`config.mk`:
```
export PLATFORM = sky130hd
export DESIGN_NAME = lz77_enc_sequencer
export DESIGN_NICKNAME = d
export VERILOG_FILES = /design/src/rtl/lz77_enc_sequencer.sv
export SDC_FILE = /design/constraint.sdc
export NUM_CORES = 1
export LEC_CHECK = 0
export CAP_MARGIN = 20
export CORE_ASPECT_RATIO = 1.5
export CORE_MARGIN = 4
export CORE_UTILIZATION = 47
export CTS_CLUSTER_DIAMETER = 30
export CTS_CLUSTER_SIZE = 40
export DETAILED_ROUTE_END_ITERATION = 8
export PLACE_DENSITY = 0.73
export RECOVER_POWER = 50
export SETUP_SLACK_MARGIN = 0.15
export SLEW_MARGIN = 20
export SYNTH_ARGS = -nofsm -noshare
export SYNTH_HDL_FRONTEND = slang
export SYNTH_SLANG_ARGS = --single-unit
```
`constraint.sdc`:
```
create_clock -name clk -period 3.25 [get_ports clk]
set_input_delay 0.325 -clock clk [delete_from_list [all_inputs] [get_ports clk]]
set_output_delay 0.325 -clock clk [all_outputs]
set_load 0.01 [all_outputs]
```
`src/rtl/lz77_enc_sequencer.sv`:
```
// Session controller: streams one IMG_LEN-byte image into the LZ77 encoder and buffers its tokens for a valid/ready consumer.
// Optional feature macro LZ77_SEQ_TOKCNT_EN implements the tok_count counter; otherwise tok_count is tied to zero.
module lz77_enc_sequencer #(
    parameter int IMG_LEN    = 2049,
    parameter int FIFO_DEPTH = 4
) (
    input  logic        clk,
    input  logic        reset,
    input  logic        start,
    output logic        mem_rd,
    output logic [11:0] mem_addr,
    input  logic [7:0]  mem_rdata,
    output logic        enc_reset,
    output logic [7:0]  enc_chardata,
    input  logic        enc_valid,
    input  logic        enc_finish,
    input  logic [3:0]  enc_offset,
    input  logic [2:0]  enc_match_len,
    input  logic [7:0]  enc_char_nxt,
    output logic        tok_valid,
    input  logic        tok_ready,
    output logic [14:0] tok_data,
    output logic        busy,
    output logic        done,
    output logic        overflow,
    output logic [11:0] tok_count
);
    localparam int PW = $clog2(FIFO_DEPTH) + 1;
    localparam int IW = PW - 1;
    localparam logic [11:0] LAST_N = 12'(IMG_LEN - 1);

    localparam logic [2:0] S_IDLE   = 3'd0;
    localparam logic [2:0] S_RST    = 3'd1;
    localparam logic [2:0] S_STREAM = 3'd2;
    localparam logic [2:0] S_DRAIN  = 3'd3;
    localparam logic [2:0] S_FLUSH  = 3'd4;
    localparam logic [2:0] S_DONE   = 3'd5;

    logic [2:0]    state;
    logic [11:0]   n;
    logic [12:0]   n_nxt;
    logic [PW-1:0] wr_ptr, rd_ptr, occ;
    logic [14:0]   fifo_mem [FIFO_DEPTH];
    logic          push, pop, full, wr_en, sess_clr;

    always_ff @(posedge clk or posedge reset) begin
        if (reset) begin
            state <= S_IDLE;
            n     <= '0;
        end else begin
            case (state)
                S_IDLE:   if (start) state <= S_RST;
                S_RST: begin
                    state <= S_STREAM;
                    n     <= '0;
                end
                S_STREAM: if (n == LAST_N) state <= S_DRAIN;
                          else n <= n + 12'd1;
                S_DRAIN:  if (enc_finish) state <= S_FLUSH;
                S_FLUSH:  if (!tok_valid) state <= S_DONE;
                S_DONE:   state <= S_IDLE;
                default:  state <= S_IDLE;
            endcase
        end
    end

    // Read address runs one byte ahead so memory latency hides behind the stream.
    assign n_nxt = {1'b0, n} + 13'd1;

    always_comb begin
        mem_rd   = 1'b0;
        mem_addr = '0;
        if (state == S_RST) begin
            mem_rd = 1'b1;
        end else if (state == S_STREAM && n_nxt < 13'(IMG_LEN)) begin
            mem_rd   = 1'b1;
            mem_addr = n_nxt[11:0];
        end
    end

    assign enc_reset    = reset | (state == S_RST);
    assign enc_chardata = (state == S_STREAM) ? mem_rdata : 8'h00;
    assign busy         = (state != S_IDLE);
    assign done         = (state == S_DONE);

    assign sess_clr  = (state == S_IDLE) && start;
    assign occ       = wr_ptr - rd_ptr;
    assign full      = (occ == PW'(FIFO_DEPTH));
    assign tok_valid = (occ != '0);
    assign pop       = tok_valid & tok_ready;
    assign push      = enc_valid;
    // A pop frees the head slot in the same cycle, so a full FIFO still accepts.
    assign wr_en     = push && (!full || pop) && !sess_clr;
    assign tok_data  = tok_valid ? fifo_mem[rd_ptr[IW-1:0]] : 15'd0;

    always_ff @(posedge clk or posedge reset) begin
        if (reset) begin
            wr_ptr   <= '0;
            rd_ptr   <= '0;
            overflow <= 1'b0;
        end else if (sess_clr) begin
            wr_ptr   <= '0;
            rd_ptr   <= '0;
            overflow <= 1'b0;
        end else begin
            if (pop)   rd_ptr <= rd_ptr + PW'(1);
            if (wr_en) wr_ptr <= wr_ptr + PW'(1);
            if (push && full && !pop) overflow <= 1'b1;
        end
    end

    always_ff @(posedge clk) begin
        if (wr_en) fifo_mem[wr_ptr[IW-1:0]] <= {enc_offset, enc_match_len, enc_char_nxt};
    end

`ifdef LZ77_SEQ_TOKCNT_EN
    logic [11:0] cnt_q;

    always_ff @(posedge clk or posedge reset) begin
        if (reset)                          cnt_q <= '0;
        else if (sess_clr)                  cnt_q <= '0;
        else if (pop && cnt_q != 12'hFFF)   cnt_q <= cnt_q + 12'd1;
    end

    assign tok_count = cnt_q;
`else
    assign tok_count = 12'd0;
`endif

endmodule
```
==> metrics.txt <==
count of final hold-check violations 0; sequential fraction of the synthesis area 55.3%; flop and latch count out of synthesis 82; Nets 444; Post-CTS Hold Fix Bufs 0; # diodes 0; global-route wire length before repair 14.5 mm; Worst Hold Class flip-flop to flip-flop; largest net degree at the start of global routing 24; setup TNS 0 ps; Initial Util 48.1%; DRC Markers 0; clock skew 6.84 ps; chip width 85.6 µm; Syn Inst Count 334; share of cells above drive strength 1 16.8%; Post-synth EDFFs 60; vias per cell 5.36; Avg Cell Area, Syn 12.7 µm²; post-layout minimum cycle time 2950 ps; top cell type's share of synthesized area 42.4%; wire per inst 16.9 µm; CP max-delay cell clkdlybuf4s50_1; Ys Warns 0; clock-pin slew on the worst setup and hold paths 60 ps; status finished, final reports clean; CP Max Fanout 8; # port buffers 69; placed wire-length estimate 6.19 mm; CTS H-tree depth 3; CTS Buf Count 9; Slowest Stage Delay on Critical Path 580 ps; DRT iter0 DRCs 80; worst skew pair latency 330 ps; Crit. End Element output pin; largest area contributor in the synthesized netlist edfxtp_1; CTS Root Cell clkbuf_16; most common cell after layout, fill and taps aside edfxtp_1; fmax 0.339 GHz; Cell Rows 42; Placer Congestion 0.880; asr flop ratio synth 26.8%; Period Utilization, post-route 90.9%; worst setup path class flip-flop to output pin; ranking of synthesized cells by area edfxtp_1 42%, dfrtp_1 13%, mux4_2 7.9%; Peak VDD IR 0.557 mV; top_reg_cell synth edfxtp_1; PwrDens 877 nW/µm²; required time of the critical path 2920 ps; vias after detailed routing 2,791; Clock Sinks 82; startpoint types flip-flop; I/O pins 82; unrepaired setup endpoints after global routing false; Routed WL 8.78 mm; Slew @ Worst Pin 1310 ps; area growth from synthesis to layout 25.2%; Final Power 4.67 mW; CTS tree done; initial antenna violation count 0; core area 8830 µm²; GRT overflow 0; P_leak 1.94 nW; gr usage total 17.2%; Longest Clk Path Bufs 2; vias in the first global route 2,865; Slew Viols, Final 0; CP arrival 2630 ps; Max Cap Viol 0; commonest non-fill, non-tap cells in the layout 60 x edfxtp_1, 52 x clkdlybuf4s50_1, 28 x nor2_1; height of the die 124 µm; Cell Chain, Critical Path nand3_2, or4_4, xnor2_2, nand2_1, nor3_1, clkdlybuf4s50_1; Final setup viols 0; die area 10,700 µm²; Final ANT Viol Nets 0; drt first pass iters 4; max_slew headroom 12.9%; unique cell type count in the Yosys netlist 54; Post-Syn Area 4250 µm²
where the power goes:
| part | switching (mW) | internal [mW] | total, mW |
|---|---|---|---|
| Sequential | 0.145 | 1.38 | 1.53 |
| Combinational | 1.12 | 1.11 | 2.23 |
| Clock | 0.393 | 0.518 | 0.911 |
synth_stat cells (9+ instances only):
cell type / instances
edfxtp_1: 60
buf_4: 17
nor2_1: 28
nor3_1: 10
o21ai_1: 14
and2_1: 11
xnor2_1: 9
buf_2: 9
mux4_2: 15
dfrtp_1: 22
nand2_1: 15
nand3_1: 9
nor2b_1: 17
ha_1: 9
inv_1: 13
worst max-delay path, delay by kind of cell (launching register included):
kind / cells / cell delay (ps)
xor+xnor: 1 / 250
buf+inv: 1 / 580
flops: 1 / 450
simple gates: 4 / 1000
logic make-up (layout without fill, tap and decap cells):
family,Yosys count,after routing,synth area share [%]
fa+ha+maj,9,9,2.65
simple gates,122,122,16.5
compound gates,42,42,7.27
buf+inv,44,110,6.03
other cells,1,12,0.0882
mux,17,17,8.42
flops,82,82,55.3
xor+xnor,17,17,3.68
per-stage QoR:
step                hold WS (ps)  cells  setup WS (ps)  cell area (µm²)  util (%)
finish                       513    521            297             5320      60.3
global placement             510    502            483             4980      56.5
floorplan                    323    345            411             4300         -
global route                 557    521            143             5320      60.3
detailed placement           518    502            445             4980      56.5
CTS                          449    518            153             5270      59.7
final timing paths:
check / start / end / slack (ps) / cells past startpoint
max in group asynchronous: reset / n[4]$_DFFE_PP0P_ / 1420 / 3
min: overflow$_DFFE_PP0P_ / overflow$_DFFE_PP0P_ / 510 / 2
min reg2reg: overflow$_DFFE_PP0P_ / overflow$_DFFE_PP0P_ / 510 / 2
max: n[0]$_DFFE_PP0P_ / mem_addr[11] / 300 / 6
min in group asynchronous: reset / n[10]$_DFFE_PP0P_ / 960 / 3
max reg2reg: wr_ptr[1]$_DFFE_PP0P_ / fifo_mem[2][0]$_DFFE_PP_ / 690 / 6
layer usage:
| metal | up-vias | track usage (%) | routed length [µm] |
|---|---|---|---|
| li1 | 1327 | - | - |
| met1 | 1370 | 20.9 | 3490 |
| met2 | 77 | 29.9 | 4710 |
| met3 | 17 | 3.84 | 377 |
| met4 | 0 | 5.68 | 201 |
| met5 | - | 0 | 0 |
state kept, by name, indices dropped and copies added, names as in the netlist:
signal and flops:
state 3, wr_ptr 3, rd_ptr 3, fifo_mem 60
overflow 1, n 12
repair_timing:
item	in CTS	in global routing
setup buffers	0	3
gates cloned	0	0
gates resized for setup	4	11
setup endpoints to repair	9	27
layout make-up:
cell class / count / area [µm²]
Clock buffer: 10 / 229
Clock inverter: 6 / 42.5
Fill cell: 731 / 3510
Inverter: 13 / 48.8
Multi-Input combinational cell: 219 / 1720
Sequential cell: 82 / 2360
Tap cell: 110 / 138
Timing Repair Buffer: 81 / 777
(Power assumes the default switching activity.)
